`config.mk`:
```
export PLATFORM = sky130hd
export DESIGN_NAME = baud_tick_gen
export DESIGN_NICKNAME = d
export VERILOG_FILES = /design/src/rtl/baud_tick_gen.sv
export SDC_FILE = /design/constraint.sdc
export NUM_CORES = 1
export LEC_CHECK = 0
export CORE_ASPECT_RATIO = 1.5
export CORE_UTILIZATION = 40
export DETAILED_ROUTE_END_ITERATION = 8
export MAX_ROUTING_LAYER = met4
export PLACE_DENSITY = 0.56
export SLEW_MARGIN = 15
export SYNTH_ARGS = -nofsm -noshare
export SYNTH_HDL_FRONTEND = slang
export SYNTH_SLANG_ARGS = --single-unit
```
`constraint.sdc`:
```
create_clock -name clk -period 7.6 [get_ports clk]
set_input_delay 1.52 -clock clk [delete_from_list [all_inputs] [get_ports clk]]
set_output_delay 1.52 -clock clk [all_outputs]
set_load 0.005 [all_outputs]
```
`src/rtl/baud_tick_gen.sv`:
```
// Fractional baud strobe generator: oversampled rx tick with sync/phase/mid-bit sample, plus tx bit tick.
// Latency: strobes registered, 1 cycle wide; no backpressure (free-running clock enables gated by enable).
module baud_tick_gen #(
    parameter int unsigned CLK_HZ     = 12000000,
    parameter int unsigned BAUD       = 31250,
    parameter int unsigned OVERSAMPLE = 8,
    localparam int unsigned PH_W      = $clog2(OVERSAMPLE)
) (
    input  logic            clk,
    input  logic            reset,
    input  logic            enable,
    input  logic            rx_sync,
    output logic            rx_tick,
    output logic [PH_W-1:0] rx_phase,
    output logic            rx_sample,
    output logic            tx_tick
);

    localparam longint unsigned S_RX_L = longint'(BAUD) * longint'(OVERSAMPLE);
    localparam int unsigned     ACC_W  = $clog2(CLK_HZ) + 1;
    localparam int unsigned     SUM_W  = ACC_W + 1;

    if (OVERSAMPLE < 2 || (OVERSAMPLE % 2) != 0) begin : g_bad_oversample
        $error("baud_tick_gen: OVERSAMPLE must be even and >= 2");
    end
    if (BAUD == 0 || 2 * S_RX_L > 64'hFFFF_FFFF || 2 * S_RX_L > longint'(CLK_HZ)) begin : g_bad_ratio
        $error("baud_tick_gen: need 2*BAUD*OVERSAMPLE <= CLK_HZ within 32 bits");
    end

    localparam logic [SUM_W-1:0] MOD      = SUM_W'(CLK_HZ);
    localparam logic [SUM_W-1:0] S_RX     = SUM_W'(S_RX_L);
    localparam logic [SUM_W-1:0] S_TX     = SUM_W'(BAUD);
    localparam logic [PH_W-1:0]  LAST_PH  = PH_W'(OVERSAMPLE - 1);
    localparam logic [PH_W-1:0]  MID_PH   = PH_W'(OVERSAMPLE / 2 - 1);

    logic [ACC_W-1:0] acc_rx_q, acc_rx_d;
    logic [ACC_W-1:0] acc_tx_q, acc_tx_d;
    logic [PH_W-1:0]  rx_phase_q, rx_phase_d;
    logic             rx_tick_q, rx_tick_d;
    logic             rx_sample_q, rx_sample_d;
    logic             tx_tick_q, tx_tick_d;
    logic [SUM_W-1:0] rx_sum, tx_sum;
    logic [PH_W-1:0]  rx_phase_inc;

    // Sums are one bit wider than the accumulators so the wrap compare never overflows.
    assign rx_sum       = {1'b0, acc_rx_q} + S_RX;
    assign tx_sum       = {1'b0, acc_tx_q} + S_TX;
    assign rx_phase_inc = (rx_phase_q == LAST_PH) ? '0 : rx_phase_q + PH_W'(1);

    always_comb begin
        acc_rx_d    = acc_rx_q;
        acc_tx_d    = acc_tx_q;
        rx_phase_d  = rx_phase_q;
        rx_tick_d   = 1'b0;
        rx_sample_d = 1'b0;
        tx_tick_d   = 1'b0;
        if (enable) begin
            if (tx_sum >= MOD) begin
                acc_tx_d  = ACC_W'(tx_sum - MOD);
                tx_tick_d = 1'b1;
            end else begin
                acc_tx_d  = ACC_W'(tx_sum);
            end
            // A sync restarts the rx bit frame and swallows any tick due this cycle.
            if (rx_sync) begin
                acc_rx_d   = '0;
                rx_phase_d = LAST_PH;
            end else if (rx_sum >= MOD) begin
                acc_rx_d    = ACC_W'(rx_sum - MOD);
                rx_tick_d   = 1'b1;
                rx_phase_d  = rx_phase_inc;
                rx_sample_d = (rx_phase_inc == MID_PH);
            end else begin
                acc_rx_d    = ACC_W'(rx_sum);
            end
        end
    end

    always_ff @(posedge clk or posedge reset) begin
        if (reset) begin
            acc_rx_q    <= '0;
            acc_tx_q    <= '0;
            rx_phase_q  <= LAST_PH;
            rx_tick_q   <= 1'b0;
            rx_sample_q <= 1'b0;
            tx_tick_q   <= 1'b0;
        end else begin
            acc_rx_q    <= acc_rx_d;
            acc_tx_q    <= acc_tx_d;
            rx_phase_q  <= rx_phase_d;
            rx_tick_q   <= rx_tick_d;
            rx_sample_q <= rx_sample_d;
            tx_tick_q   <= tx_tick_d;
        end
    end

    assign rx_tick   = rx_tick_q;
    assign rx_phase  = rx_phase_q;
    assign rx_sample = rx_sample_q;
    assign tx_tick   = tx_tick_q;

endmodule

```
* Word-level counts from Yosys, hierarchy flattened
Cells that the tools add are included.
** Word-level totals
- Flip-flop bits (word level) :: 56
- Bits of input ports :: 4
** Cells by class
- Add/subtract/negate cells :: 5
- Order comparisons :: 2
- Equality and inequality tests :: 2
- Mux-type cells :: 14
- Reduce and logical (&&, ||, !) cells :: 2
** Operators by type and width (number)
- 2-to-1 mux 25 bit :: 3
- greater-or-equal comparator 26 x 24 -> 1 bit (second input constant) :: 2
- subtractor 25 x 24 -> 25 bit (second input constant) :: 2
- adder 25 x 15 -> 26 bit (second input constant) :: 1
- adder 25 x 18 -> 26 bit (second input constant) :: 1
- 2-to-1 mux 3 bit :: 3
- 2-to-1 mux 1 bit :: 8
- adder 3 x 1 -> 3 bit (second input constant) :: 1
- == test 3 x 2 -> 1 bit (second input constant) :: 1
- == test 3 bit (second input constant) :: 1
- AND reduction 2 bit :: 1
- nonzero test 2 bit :: 1

* Logic depth before layout (Yosys ltp)
- Depth in word-level cells :: 6
- Gate-level depth with buffers :: 16

* Least setup slack after synthesis
Ideal clock, no wire load.
- Path type :: reg2reg
- From :: reg acc_rx_q[4]
- To :: reg acc_rx_q[14]
- Library setup time :: 0.126 ns
- Arrival :: 3.205 ns
- Required time :: 7.474 ns
- Slack :: 4.269 ns
- Cell stages (with the launch flop) :: 16
- Cells stage by stage :: dfrtp_1 ha_1 a21o_1 and2_0 clkbuf_1 nor2_1 ha_1 o22a_1 a31oi_1 nor4_1 a21o_1 o31a_1 a21oi_2 or3_1 a22o_1 a221o_1
** Between the ends
- Longest elaborated chain between the ends :: 4
- Elaborated cells between the ends (all ways) :: 5
- Classes of those cells :: add/sub: 2; order compare: 1; mux: 2
** RTL lines
- from (decl) :: line 36 : logic [ACC_W-1:0] acc_rx_q, acc_rx_d;
- from (signal assigned) :: line 88 : acc_rx_q <= acc_rx_d;
- adder 25 x 18 -> 26 bit * :: line 46 : assign rx_sum = {1'b0, acc_rx_q} + S_RX;
- subtractor 25 x 24 -> 25 bit / greater-or-equal comparator 26 x 24 -> 1 bit (equally long branches) :: line 69, 68
- 2-to-1 mux 25 bit * :: line 68 : end else if (rx_sum >= MOD) begin
- 2-to-1 mux 25 bit * :: line 65 : if (rx_sync) begin
Every way passes the cells marked *; elsewhere a longest branch is shown, timed or not.
A chain may end at the register's enable or synchronous reset.

* Worst setup path after layout
- From :: reg acc_rx_q[4]
- To :: reg acc_rx_q[13]
The elaborated chain is that of the path after synthesis.

==> summary.md <==
| Metric | Value |
|---|---|
| Outcome | `complete, no violations` |
| Final critical-path required period | `4.33 ns` |
| Worst slack, placed | `3.34 ns` |
| Library cell contributing the largest single delay on the critical path | `a21oi_2` |
| Synth unique cells | `104` |
| Number of enable flip-flop cells after synthesis | `0` |
| Startpoint Class | `register` |
| Average wire length per cell after detail routing | `18.9 um` |
| Post-detailed-route via-to-cell ratio | `6.44` |
| Most used cells in the layout excluding fill and tap cells | `nor2_1, nand2_1, dfrtp_1` |
| Required time of the critical path | `~7.8 ns` |
| Row Count | `50` |
| Post-Synthesis Mean Instance Area | `8.19 um2` |
| Most frequent standard cell in the layout excluding fill and tap cells | `nor2_1` |
| Ratio of final minimum period to clock period | `a little under three fifths` |
| Routability Congestion | `0.914` |
| DRC errors left | `0` |
| Sequential fraction of the synthesis area | `24.9%` |
| Post-layout total power | `1.95 mW` |
| Initial cell density of the core | `41.0%` |
| Cell-by-cell trace of the critical path | `ha_1, a21o_1, and2_0, nor2_1, ha_1, nor4b_1, nor4_1, a21o_1, o31a_1, a21oi_2, o21ai_0, a211oi_1, a311o_1` |
| Reg-to-reg setup timing slack | `approximately 3.3 ns` |
| First-pass detailed-route iteration total | `5` |
| Maximum ir drop on the vdd rail | `~0.14 mV` |
| R2R cell count | `13` |
| Most common flop cell mapped by yosys | `dfrtp_1` |
| CTS tree | `yes` |
| Synth warnings | `0` |
| Worst Hold Class | `reg -> reg` |
| Max-slew violation count | `0` |
| Post-route ant nets | `0` |
| First-pass GRT wire length | `around 24 mm` |
| Total of hold buffers inserted after clock tree synthesis | `0` |
| Remaining global-route overflow | `0` |
| Leakage power | `1.92 nW` |
| Number of diodes added for antenna fixing | `0` |
| Fraction of final layout cells sized beyond drive strength 1 | `9.68%` |
| Hold WS | `0.497 ns` |
| Final net count | `611` |
| Full die area | `13300 um2` |
| Slowest cell delay on critical path | `0.72 ns` |
| Ports placed on the boundary | `10` |
| Initial antenna violation count | `0` |
| Async SR Flop Fraction | `100%` |
| Max FO, Critical Path | `16` |
| Drt initial violations | `248` |
| Count of buffers from port buffering | `9` |
| Crit path to | `acc_rx_q[13]` |
| Max-cap violations | `0` |
| Die Ht | `between 100 and 150 um` |
| Maximum number of pins on one net before global-route repair | `52` |
| Clock root buffer | `clkbuf_16` |
| Post-synth design cell area | `5130 um2` |
| Min-Delay Startpoint | `rx_phase[0]` |
| Vias in the first global route | `4689` |
| Crit Reg-Reg Startpoint | `acc_rx_q[4]` |
| End of the worst register-to-register path | `acc_rx_q[13]` |
| Max Fclk | `231 MHz` |
| Number of endpoints with negative hold slack in the final report | `0` |
| RSZ-0062 raised after global routing | `false` |
| Transition time of the tightest slew-check pin | `0.885 ns` |
| Clock latency on the worst-skew pair | `slightly below 0.3 ns` |
| Floorplan die width | `94.5 um` |
| Resize count post-CTS | `0` |
| Setup crit start | `acc_rx_q[4]` |
| Inserted Clock Buffers | `5` |
| CTS max path bufs | `2` |
| Area fraction of the dominant cell type after synthesis | `23.4%` |
| Cell count after synthesis | `627` |
| Number of levels in the clock H-tree | `2` |
| Post-CTS setup repair buffer count | `0` |
| Post-route setup TNS | `0 ns` |
| Post-synthesis net count | `640` |
| Cell taking the most area after synthesis | `dfrtp_1` |
| Setup ws final | `about 3.3 ns` |
| Final worst clock skew | `0.00382 ns` |
| Ratio of total power to cell area | `364 nW/um2` |
| Total wire length after detailed routing | `14.2 mm` |
| Sort of element at the end of the critical path | `register` |
| Cells taking the most area after synthesis | `dfrtp_1, xnor2_1, nor2_1` |
| Critical path class | `reg -> reg` |
| Area growth from synthesis to layout | `4.41%` |
| Clock tree sinks | `51` |
| Overall Global Routing Usage | `22.9%` |
| Slew HR | `41.0%` |
| DR vias | `4863` |
| Final number of setup-violating endpoints | `0` |
| Detailed Place HPWL | `10.2 mm` |
| Flops & latches, synth | `51` |
| Critical Path AT | `roughly 4.6 ns` |
| Clock-pin slew on the worst setup and hold paths | `0.07 ns` |
| Placeable core region | `12500 um2` |
==> power breakdown <==
part	switching, mW	leakage (nW)	internal (mW)
Sequential	0.214	0.630	0.363
Clock	0.111	0.0868	0.164
Combinational	0.659	1.21	0.438
==> cell type report <==
type / count / area (um2)
Clock buffer: 6 / 139
Timing Repair Buffer: 13 / 120
Fill cell: 1263 / 7150
Clock inverter: 2 / 35.0
Multi-Input combinational cell: 509 / 3520
Sequential cell: 51 / 1280
Tap cell: 156 / 195
Inverter: 18 / 67.6
==> layer usage <==
layer  wire [um]  GRT usage [%]  vias up
li1            -              -     2310
met1        5660           24.5     2394
met2        7720           42.0      120
met3         406           2.21       39
met4         462           9.49        0
met5           0              -        -
==> stage by stage <==
stage,util (%),instance area (um2),instances
CTS,42.9,5360,755
global placement,41.5,5190,747
detailed placement,41.5,5190,747
floorplan,-,5130,627
global route,42.9,5360,755
finish,42.9,5360,755
==> Yosys cell counts, drive strengths merged, types with 10 or more instances <==
cell type / instances
a211oi: 14
o21ai: 31
nand2: 51
inv: 16
nor2b: 11
o211ai: 12
a31oi: 12
buf: 28
nand4: 11
clkbuf: 21
mux2i: 12
a21o: 10
nand3: 19
nor2: 60
and2: 12
a21oi: 34
xnor2: 26
dfrtp: 48
nor3: 24
==> state kept, by name (all words and copies together), names as in the netlist <==
| name | count |
|---|---|
| acc_rx_q | 21 |
| acc_tx_q | 24 |
| rx_phase | 3 |
| rx_sample | 1 |
| rx_tick | 1 |
| tx_tick | 1 |
==> how the worst min path moves through the flow <==
| stage | slack, ns | to | cells after the start |
|---|---|---|---|
| 2_1_floorplan | 0.47 | rx_phase[0] | 2 |
| 3_3_place_gp | 0.49 | rx_phase[0] | 2 |
| 3_5_place_dp | 0.49 | rx_phase[0] | 2 |
| 4_1_cts | 0.50 | rx_phase[0] | 2 |
| 5_1_grt | 0.53 | rx_phase[0] | 2 |
| 6_report | 0.50 | rx_phase[0] | 2 |
==> worst max-delay path: cells and delay by family, from the launching register on <==
kind            cells  cell delay [ns]
flops               1             0.47
compound gates      7             2.34
simple gates        4             0.92
fa+ha+maj           2             0.52
==> kinds of logic after synthesis <==
kind of cell / Yosys count / share of synthesized area (%)
simple gates: 244 / 24.8
compound gates: 210 / 33.1
buf+inv: 67 / 6.43
flops: 51 / 24.9
xor+xnor: 30 / 5.26
mux: 16 / 3.29
fa+ha+maj: 9 / 2.19
Note: power is estimated with default switching activity, not from simulation.
